===== config.mk =====
export PLATFORM = sky130hd
export DESIGN_NAME = uart_tx_port
export DESIGN_NICKNAME = d
export VERILOG_FILES = /design/src/rtl/uart_tx_port_pkg.sv /design/src/rtl/uart_tx_port_baud_tick.sv /design/src/rtl/uart_tx_port.sv
export SDC_FILE = /design/constraint.sdc
export NUM_CORES = 1
export LEC_CHECK = 0
export CAP_MARGIN = 30
export CORE_ASPECT_RATIO = 1.2
export CORE_UTILIZATION = 57
export DETAILED_ROUTE_END_ITERATION = 10
export PLACE_DENSITY = 0.83
export RECOVER_POWER = 100
export SLEW_MARGIN = 20
export SYNTH_ARGS = -nofsm -noshare
export SYNTH_HDL_FRONTEND = slang
export SYNTH_HIERARCHICAL = 1
export SYNTH_SLANG_ARGS = --single-unit
export TNS_END_PERCENT = 20

===== constraint.sdc =====
create_clock -name clk -period 2.9 [get_ports clk]
set_clock_uncertainty 0.1 [all_clocks]
set_input_delay 0.58 -clock clk [delete_from_list [all_inputs] [get_ports clk]]
set_output_delay 0.58 -clock clk [all_outputs]
set_load 0.01 [all_outputs]

===== src/rtl/uart_tx_port_pkg.sv =====
// Shared definitions for the UART transmit port: frame FSM state codes,
// the default bit period and the frame layout constants.
package uart_tx_port_pkg;

  // Default number of clk cycles per serial bit.
  localparam int DEFAULT_CLKS_PER_BIT = 16;

  // Number of data bits carried by one 8N1 frame.
  localparam int FRAME_DATA_BITS = 8;

  // Frame FSM state codes.
  typedef enum logic [1:0] {
    TX_IDLE  = 2'd0,
    TX_START = 2'd1,
    TX_DATA  = 2'd2,
    TX_STOP  = 2'd3
  } tx_state_t;

  // Width of a counter that must hold the values 0..n-1 (n >= 2).
  function automatic int count_width(input int n);
    return (n <= 2) ? 1 : $clog2(n);
  endfunction

endpackage


===== src/rtl/uart_tx_port_baud_tick.sv =====
// Bit-period counter for the UART transmit port. Counts 0..CLKS_PER_BIT-1,
// wraps on its terminal count and raises bit_end while sitting on it.
// clear holds the count at zero (used while the line is idle).
module uart_tx_port_baud_tick
  import uart_tx_port_pkg::*;
#(
  parameter int CLKS_PER_BIT = DEFAULT_CLKS_PER_BIT
) (
  input  logic clk,
  input  logic reset,
  input  logic clear,
  output logic bit_end
);

  localparam int CNT_W = count_width(CLKS_PER_BIT);
  localparam logic [CNT_W-1:0] TERMINAL = CNT_W'(CLKS_PER_BIT - 1);

  logic [CNT_W-1:0] count;

  // Free-running bit-period count, held at zero by reset or clear.
  always_ff @(posedge clk) begin
    if (reset || clear) begin
      count <= '0;
    end else if (count == TERMINAL) begin
      count <= '0;
    end else begin
      count <= count + CNT_W'(1);
    end
  end

  // The last cycle of every bit period.
  assign bit_end = (count == TERMINAL);

endmodule


===== src/rtl/uart_tx_port.sv =====
// UART transmit port for the 8-bit CPU. Accepts a byte with a one-cycle load
// strobe while idle and shifts it out as an 8N1 frame, LSB first.
//
// Handshake: load is a request; it is accepted only in a cycle where busy is
// low (including the cycle where done pulses). An accepted load captures in,
// raises busy and drives the start bit from the next edge. Loads while busy
// are dropped without sampling in. done pulses for one cycle after the final
// stop-bit cycle, in the same cycle busy falls.
//
// All outputs are registered; tx never depends combinationally on inputs.
module uart_tx_port
  import uart_tx_port_pkg::*;
#(
  parameter int CLKS_PER_BIT = DEFAULT_CLKS_PER_BIT,
  parameter int DATA_W       = FRAME_DATA_BITS
) (
  input  logic              clk,
  input  logic              reset,
  input  logic [DATA_W-1:0] in,
  input  logic              load,
  output logic              busy,
  output logic              done,
  output logic              tx
);

  localparam int IDX_W = count_width(DATA_W);
  localparam logic [IDX_W-1:0] LAST_BIT = IDX_W'(DATA_W - 1);

  tx_state_t         state;
  logic [DATA_W-1:0] shift;
  logic [IDX_W-1:0]  bit_idx;
  logic              bit_end;
  logic              cnt_clear;

  // The bit counter is held at zero while idle so that a START period always
  // begins from count 0. Every other state change happens on bit_end, where
  // the counter wraps to zero on its own.
  assign cnt_clear = (state == TX_IDLE);

  uart_tx_port_baud_tick #(
    .CLKS_PER_BIT(CLKS_PER_BIT)
  ) u_baud_tick (
    .clk    (clk),
    .reset  (reset),
    .clear  (cnt_clear),
    .bit_end(bit_end)
  );

  // Frame FSM with registered tx/busy/done; owns the shift register and bit index.
  always_ff @(posedge clk) begin
    if (reset) begin
      state   <= TX_IDLE;
      shift   <= '0;
      bit_idx <= '0;
      busy    <= 1'b0;
      done    <= 1'b0;
      tx      <= 1'b1;
    end else begin
      done <= 1'b0;
      case (state)
        TX_IDLE: begin
          if (load) begin
            shift   <= in;
            bit_idx <= '0;
            busy    <= 1'b1;
            tx      <= 1'b0;
            state   <= TX_START;
          end
        end
        TX_START: begin
          if (bit_end) begin
            tx    <= shift[0];
            state <= TX_DATA;
          end
        end
        TX_DATA: begin
          if (bit_end) begin
            shift <= shift >> 1;
            if (bit_idx == LAST_BIT) begin
              tx    <= 1'b1;
              state <= TX_STOP;
            end else begin
              // Next data bit is the one about to reach shift[0].
              tx      <= shift[1];
              bit_idx <= bit_idx + IDX_W'(1);
            end
          end
        end
        TX_STOP: begin
          if (bit_end) begin
            tx    <= 1'b1;
            busy  <= 1'b0;
            done  <= 1'b1;
            state <= TX_IDLE;
          end
        end
        default: begin
          tx    <= 1'b1;
          busy  <= 1'b0;
          state <= TX_IDLE;
        end
      endcase
    end
  end

endmodule

# [Word-level counts from Yosys, hierarchy flattened]
# Cells that the tools add are included.
[op_classes] n_eq_ne=11 n_mux=23 reduce_logical=11 n_bitwise=1 n_addsub=2
[op_table] cell="$mux 8" n=2
[op_table] cell="$pmux 8 s2" n=1
[op_table] cell="$ne 2x2->1 const B" n=6
[op_table] cell="$mux 2" n=5
[op_table] cell="$mux 3" n=3
[op_table] cell="$mux 1" n=8
[op_table] cell="$pmux 2 s4" n=1
[op_table] cell="$reduce_and 4->1" n=2
[op_table] cell="$pmux 3 s2" n=1
[op_table] cell="$reduce_and 3->1" n=2
[op_table] cell="$reduce_and 5->1" n=1
[op_table] cell="$add 4x1->4 const B" n=1
[op_table] cell="$eq 2x2->1 const B" n=2
[op_table] cell="$eq 4x4->1 const B" n=1
[op_table] cell="$pmux 1 s4" n=1
[op_table] cell="$reduce_bool 2->1" n=2
[op_table] cell="$reduce_or 2->1" n=2
[op_table] cell="$add 3x1->3 const B" n=1
[op_table] cell="$eq 3x3->1 const B" n=1
[op_table] cell="$eq 2x1->1 const B" n=1
[op_table] cell="$logic_not 2->1" n=1
[op_table] cell="$pmux 1 s2" n=1
[op_table] cell="$logic_or 1x1->1" n=1
[op_table] cell="$not 1->1" n=1
[word_totals] elab_cells=55 input_bits=11 out_inout_bits=3 register_bits=20

# [Logic depth before layout (Yosys ltp)]
[depth] ltp_word=4 mapped_depth=7 mapped_depth_nobuf=6

# [Hierarchy]
# Netlist, hierarchy kept.
[modules_own_cells] mod="uart_tx_port" cells_each=105 seq_area_each_um2=320.3 area_each_um2=908.4 instances=1
[modules_own_cells] mod="uart_tx_port_baud_tick" cells_each=16 seq_area_each_um2=80.1 area_each_um2=157.7 instances=1

# [Least setup slack after synthesis]
# No wires, ideal clock.
[synth_path] path_kind="register to register" startpoint="register state[0]" endpoint="register state[0]" stages_incl_launch_ff=8 path_slack_ns=1.128 arrival_time_ns=1.585 setup_time_ns=0.086 t_required_ns=2.714 cell_sequence="dfxtp_1 -> inv_1 -> ha_1 -> clkbuf_1 -> and2b_1 -> buf_2 -> a211o_1 -> a221oi_2"
[synth_between] elab_chain_len=3 elab_cells_between_ends=11 classes_between="eq/ne: 8; mux: 1; reduce/logical: 2"
[synth_rtl] element="start: declaration" line="uart_tx_port.sv:29" source="tx_state_t state;"
[synth_rtl] element="start signal: assignment" line="uart_tx_port.sv:52" source="state <= TX_IDLE;"
[synth_rtl] element="start signal: assignment" line="uart_tx_port.sv:67" source="state <= TX_START;"
[synth_rtl] element="start signal: assignment" line="uart_tx_port.sv:73" source="state <= TX_DATA;"
[synth_rtl] element="$logic_not 2->1 (*)"
[synth_rtl] element="named net cnt_clear" line="uart_tx_port.sv:33" source="logic cnt_clear;"
[synth_rtl] element="$ne 2x2->1 (no line)"
[synth_rtl] element="$reduce_and 5->1 (no line)"
# The timed path passes the listed nets; every way through them passes the cells marked *.
# A chain may end at the register's enable or synchronous reset.

# [Worst setup path after layout]
[layout_path] startpoint="register state[0]" endpoint="register bit_idx[0]"
[layout_between] elab_chain_len=3 elab_cells_between_ends=8 classes_between="eq/ne: 4; mux: 1; reduce/logical: 3"
[layout_rtl] element="$eq 2x2->1 / $logic_not 2->1 (equally long branches)" line="uart_tx_port.sv:60" source="case (state)"
[layout_rtl] element="$ne 2x2->1 (no line) / $reduce_bool 2->1 (equally long branches)"
[layout_rtl] element="$reduce_and 4->1 (no line)"
[layout_rtl] element="end signal: assignment" line="uart_tx_port.sv:85" source="bit_idx <= bit_idx + IDX_W'(1);"
[layout_rtl] element="end: declaration" line="uart_tx_port.sv:31" source="logic [IDX_W-1:0] bit_idx;"
# Several ways; a longest one is shown, not always the timed one.

==> flow_metrics.env <==
export IMPL_cts_resized=0
export IMPL_grt_overflow_total=0
export IMPL_core_area_sq_um=1680
export IMPL_chipHeight_um=49.4
export IMPL_layout_nets=151
export IMPL_final_layout_size_suffix_gt1_share_pct=10.6
export IMPL_leakagePower_nw=0.484
export IMPL_cpPeakStageDelay_ns=0.78
export IMPL_pin_count=14
export IMPL_worstPathCellList="inv_1 > ha_1 > nor2_1 > a2111oi_0 > o22ai_1"
export IMPL_use_met1_pct=30.3
export IMPL_end_kind="register"
export IMPL_wl_mm=2.26
export IMPL_cp_depth=5
export IMPL_hold_buffers=0
export IMPL_synth_distinct_cells=35
export IMPL_final_cell_area_sq_um=1210
export IMPL_fmax_mhz=421
export IMPL_clk_latency_ns=0.30
export IMPL_final_cell_mix="dfxtp_1 (20), nand2_1 (9), clkdlybuf4s50_1 (9)"
export IMPL_ys_ff_latch=20
export IMPL_initial_utilization_pct=63.4
export IMPL_dp_cells=146
export IMPL_powerDensity_nw_per_um2=842
export IMPL_route_detailed_drc=0
export IMPL_syn_cell_area_sq_um=1070
export IMPL_diodes=0
export IMPL_seq_area_frac_synth_pct=37.6
export IMPL_hold_viol=0
export IMPL_dp_slack_ns=0.636
export IMPL_min_period_over_period_pct=82.0
export IMPL_port_buffers=13
export IMPL_path_max_fanout=16
export IMPL_crit_path_top_delay_cell="a2111oi_0"
export IMPL_cts_path_max_buffers=2
export IMPL_cts_htree_levels=1
export IMPL_criticalPathCategory="reg -> reg"
export IMPL_timing_final_ws_setup_ns=0.523
export IMPL_final_common_cell="dfxtp_1"
export IMPL_wl_per_cell_um=15.1
export IMPL_grt_pass1_wl_mm=3.90
export IMPL_finalCoreUtilization_pct=72.0
export IMPL_cts_tree="yes"
export IMPL_rsz0062_at_grt="no"
export IMPL_grt_pass1_vias=896
export IMPL_postRouteAntennaNets=0
export IMPL_worstPathRequired_ns=2.95
export IMPL_first_pass_iters=4
export IMPL_synth_main_ff_cell="dfxtp_1"
export IMPL_setup_viol=0
export IMPL_synthTopCellsByArea="dfxtp_1 (38%), ha_1 (8.2%), mux2_2 (7.4%), a31oi_1 (4.7%), nor4_1 (4.1%)"
export IMPL_die_area_sq_um=2050
export IMPL_grtUsageMet3_pct=3.33
export IMPL_critPathBufInv=1
export IMPL_cts_inserted_buffers=3
export IMPL_min_delay_path_class="reg -> reg"
export IMPL_cp_arrival_ns=2.43
export IMPL_synth_warnings=6
export IMPL_place_area_sq_um=1200
export IMPL_cts_num_sinks=20
export IMPL_tns_ns=0
export IMPL_async_reset_ff_share_pct=0
export IMPL_grt_busiest_layer="met2"
export IMPL_rr_worst_depth=5
export IMPL_use_met2_pct=39.8
export IMPL_min_period_ns=2.38
export IMPL_path_clk_slew_ns=0.11
export IMPL_ir_drop_v=0.000451
export IMPL_avgSynthCellArea_sq_um=8.81
export IMPL_synth_edf_count=0
export IMPL_yosys_area_top_type="dfxtp_1"
export IMPL_die_width_um=41.5
export IMPL_vias=930
export IMPL_syn_inst=121
export IMPL_slew_headroom_pct=42.8
export IMPL_worst_pin_slew_ns=0.836
export IMPL_viasPerCell=6.20
export IMPL_final_cells=150
export IMPL_run_status="finished clean"
export IMPL_dp_hpwl_mm=1.55
export IMPL_rows=16
export IMPL_crit_family="compound AO/OA/AOI/OAI gates"
export IMPL_netlist_area_leader_share_pct=37.6
export IMPL_first_iter_violations=25
export IMPL_place_gp_congestion=0.789
export IMPL_synth_nets=139
export IMPL_area_growth_pct=13.6
export IMPL_maxCapViolCount=0
export IMPL_grt_util_all_layers_pct=24.1
export IMPL_clockRootBuffer="clkbuf_4"
export IMPL_maxSlewViolCount=0
export IMPL_fin_hold_ws_ns=0.376
export IMPL_grt_antenna_before_repair=0
export IMPL_worstSetupStartpointType="register"
export IMPL_power_mw=1.02
export IMPL_grt_max_degree=17
export IMPL_postCtsSetupBuffers=0
export IMPL_min_path_cells=1
[power by group]
part	switching (mW)	internal, mW
Clock	0.0853	0.0766
Sequential	0.0426	0.344
Combinational	0.268	0.203
[final cells by class]
cell class                 count  area, sq um
clock buffer                   4         36.3
fill                         136          470
inverter                       8         30.0
multi-input combinational     85          584
sequential                    20          400
tap                           18         22.5
timing repair buffer          15          138
[registers in the layout (all words and copies together), names as in the netlist]
| name | flops |
|---|---|
| u_baud_tick/count | 4 |
| shift | 8 |
| state | 2 |
| done | 1 |
| tx | 1 |
| busy | 1 |
| bit_idx | 3 |
[kinds of logic after synthesis]
kind of cell	after synthesis	synth area share [%]
buffers and inverters	16	5.98
AND/OR/NAND/NOR	43	21.5
multiplexers	8	8.33
adder cells (fa/ha/maj)	7	8.22
flip-flops	20	37.6
AO/OA/AOI/OAI	25	16.8
XOR/XNOR	2	1.64
[synth_stat cells (2+ instances only)]
library cell / instances
a211o_1: 2
a21oi_1: 5
a31oi_1: 8
buf_2: 3
clkbuf_1: 4
dfxtp_1: 20
ha_1: 7
inv_1: 8
mux2_2: 7
nand2_1: 9
nand2b_1: 3
nand3_1: 3
nor2_1: 4
nor2b_1: 2
nor3_1: 7
nor4_1: 7
o21ai_0: 2
o32ai_1: 2
or2_2: 2
[layer usage]
| layer | up-vias | part of all wire [%] |
|---|---|---|
| li1 | 462 | - |
| met1 | 430 | 45 |
| met2 | 31 | 47 |
| met3 | 7 | 4.6 |
| met4 | 0 | 2.7 |
| met5 | - | 0 |
[path summary, 6_finish.rpt]
check                                            end  slack (ns)                  from
worst max-delay path                      bit_idx[0]        0.52              state[0]
worst min-delay path            u_baud_tick/count[0]        0.38  u_baud_tick/count[0]
worst max register to register            bit_idx[0]        0.52              state[0]
worst min register to register  u_baud_tick/count[0]        0.38  u_baud_tick/count[0]
Power figures use the tool's default switching activity.
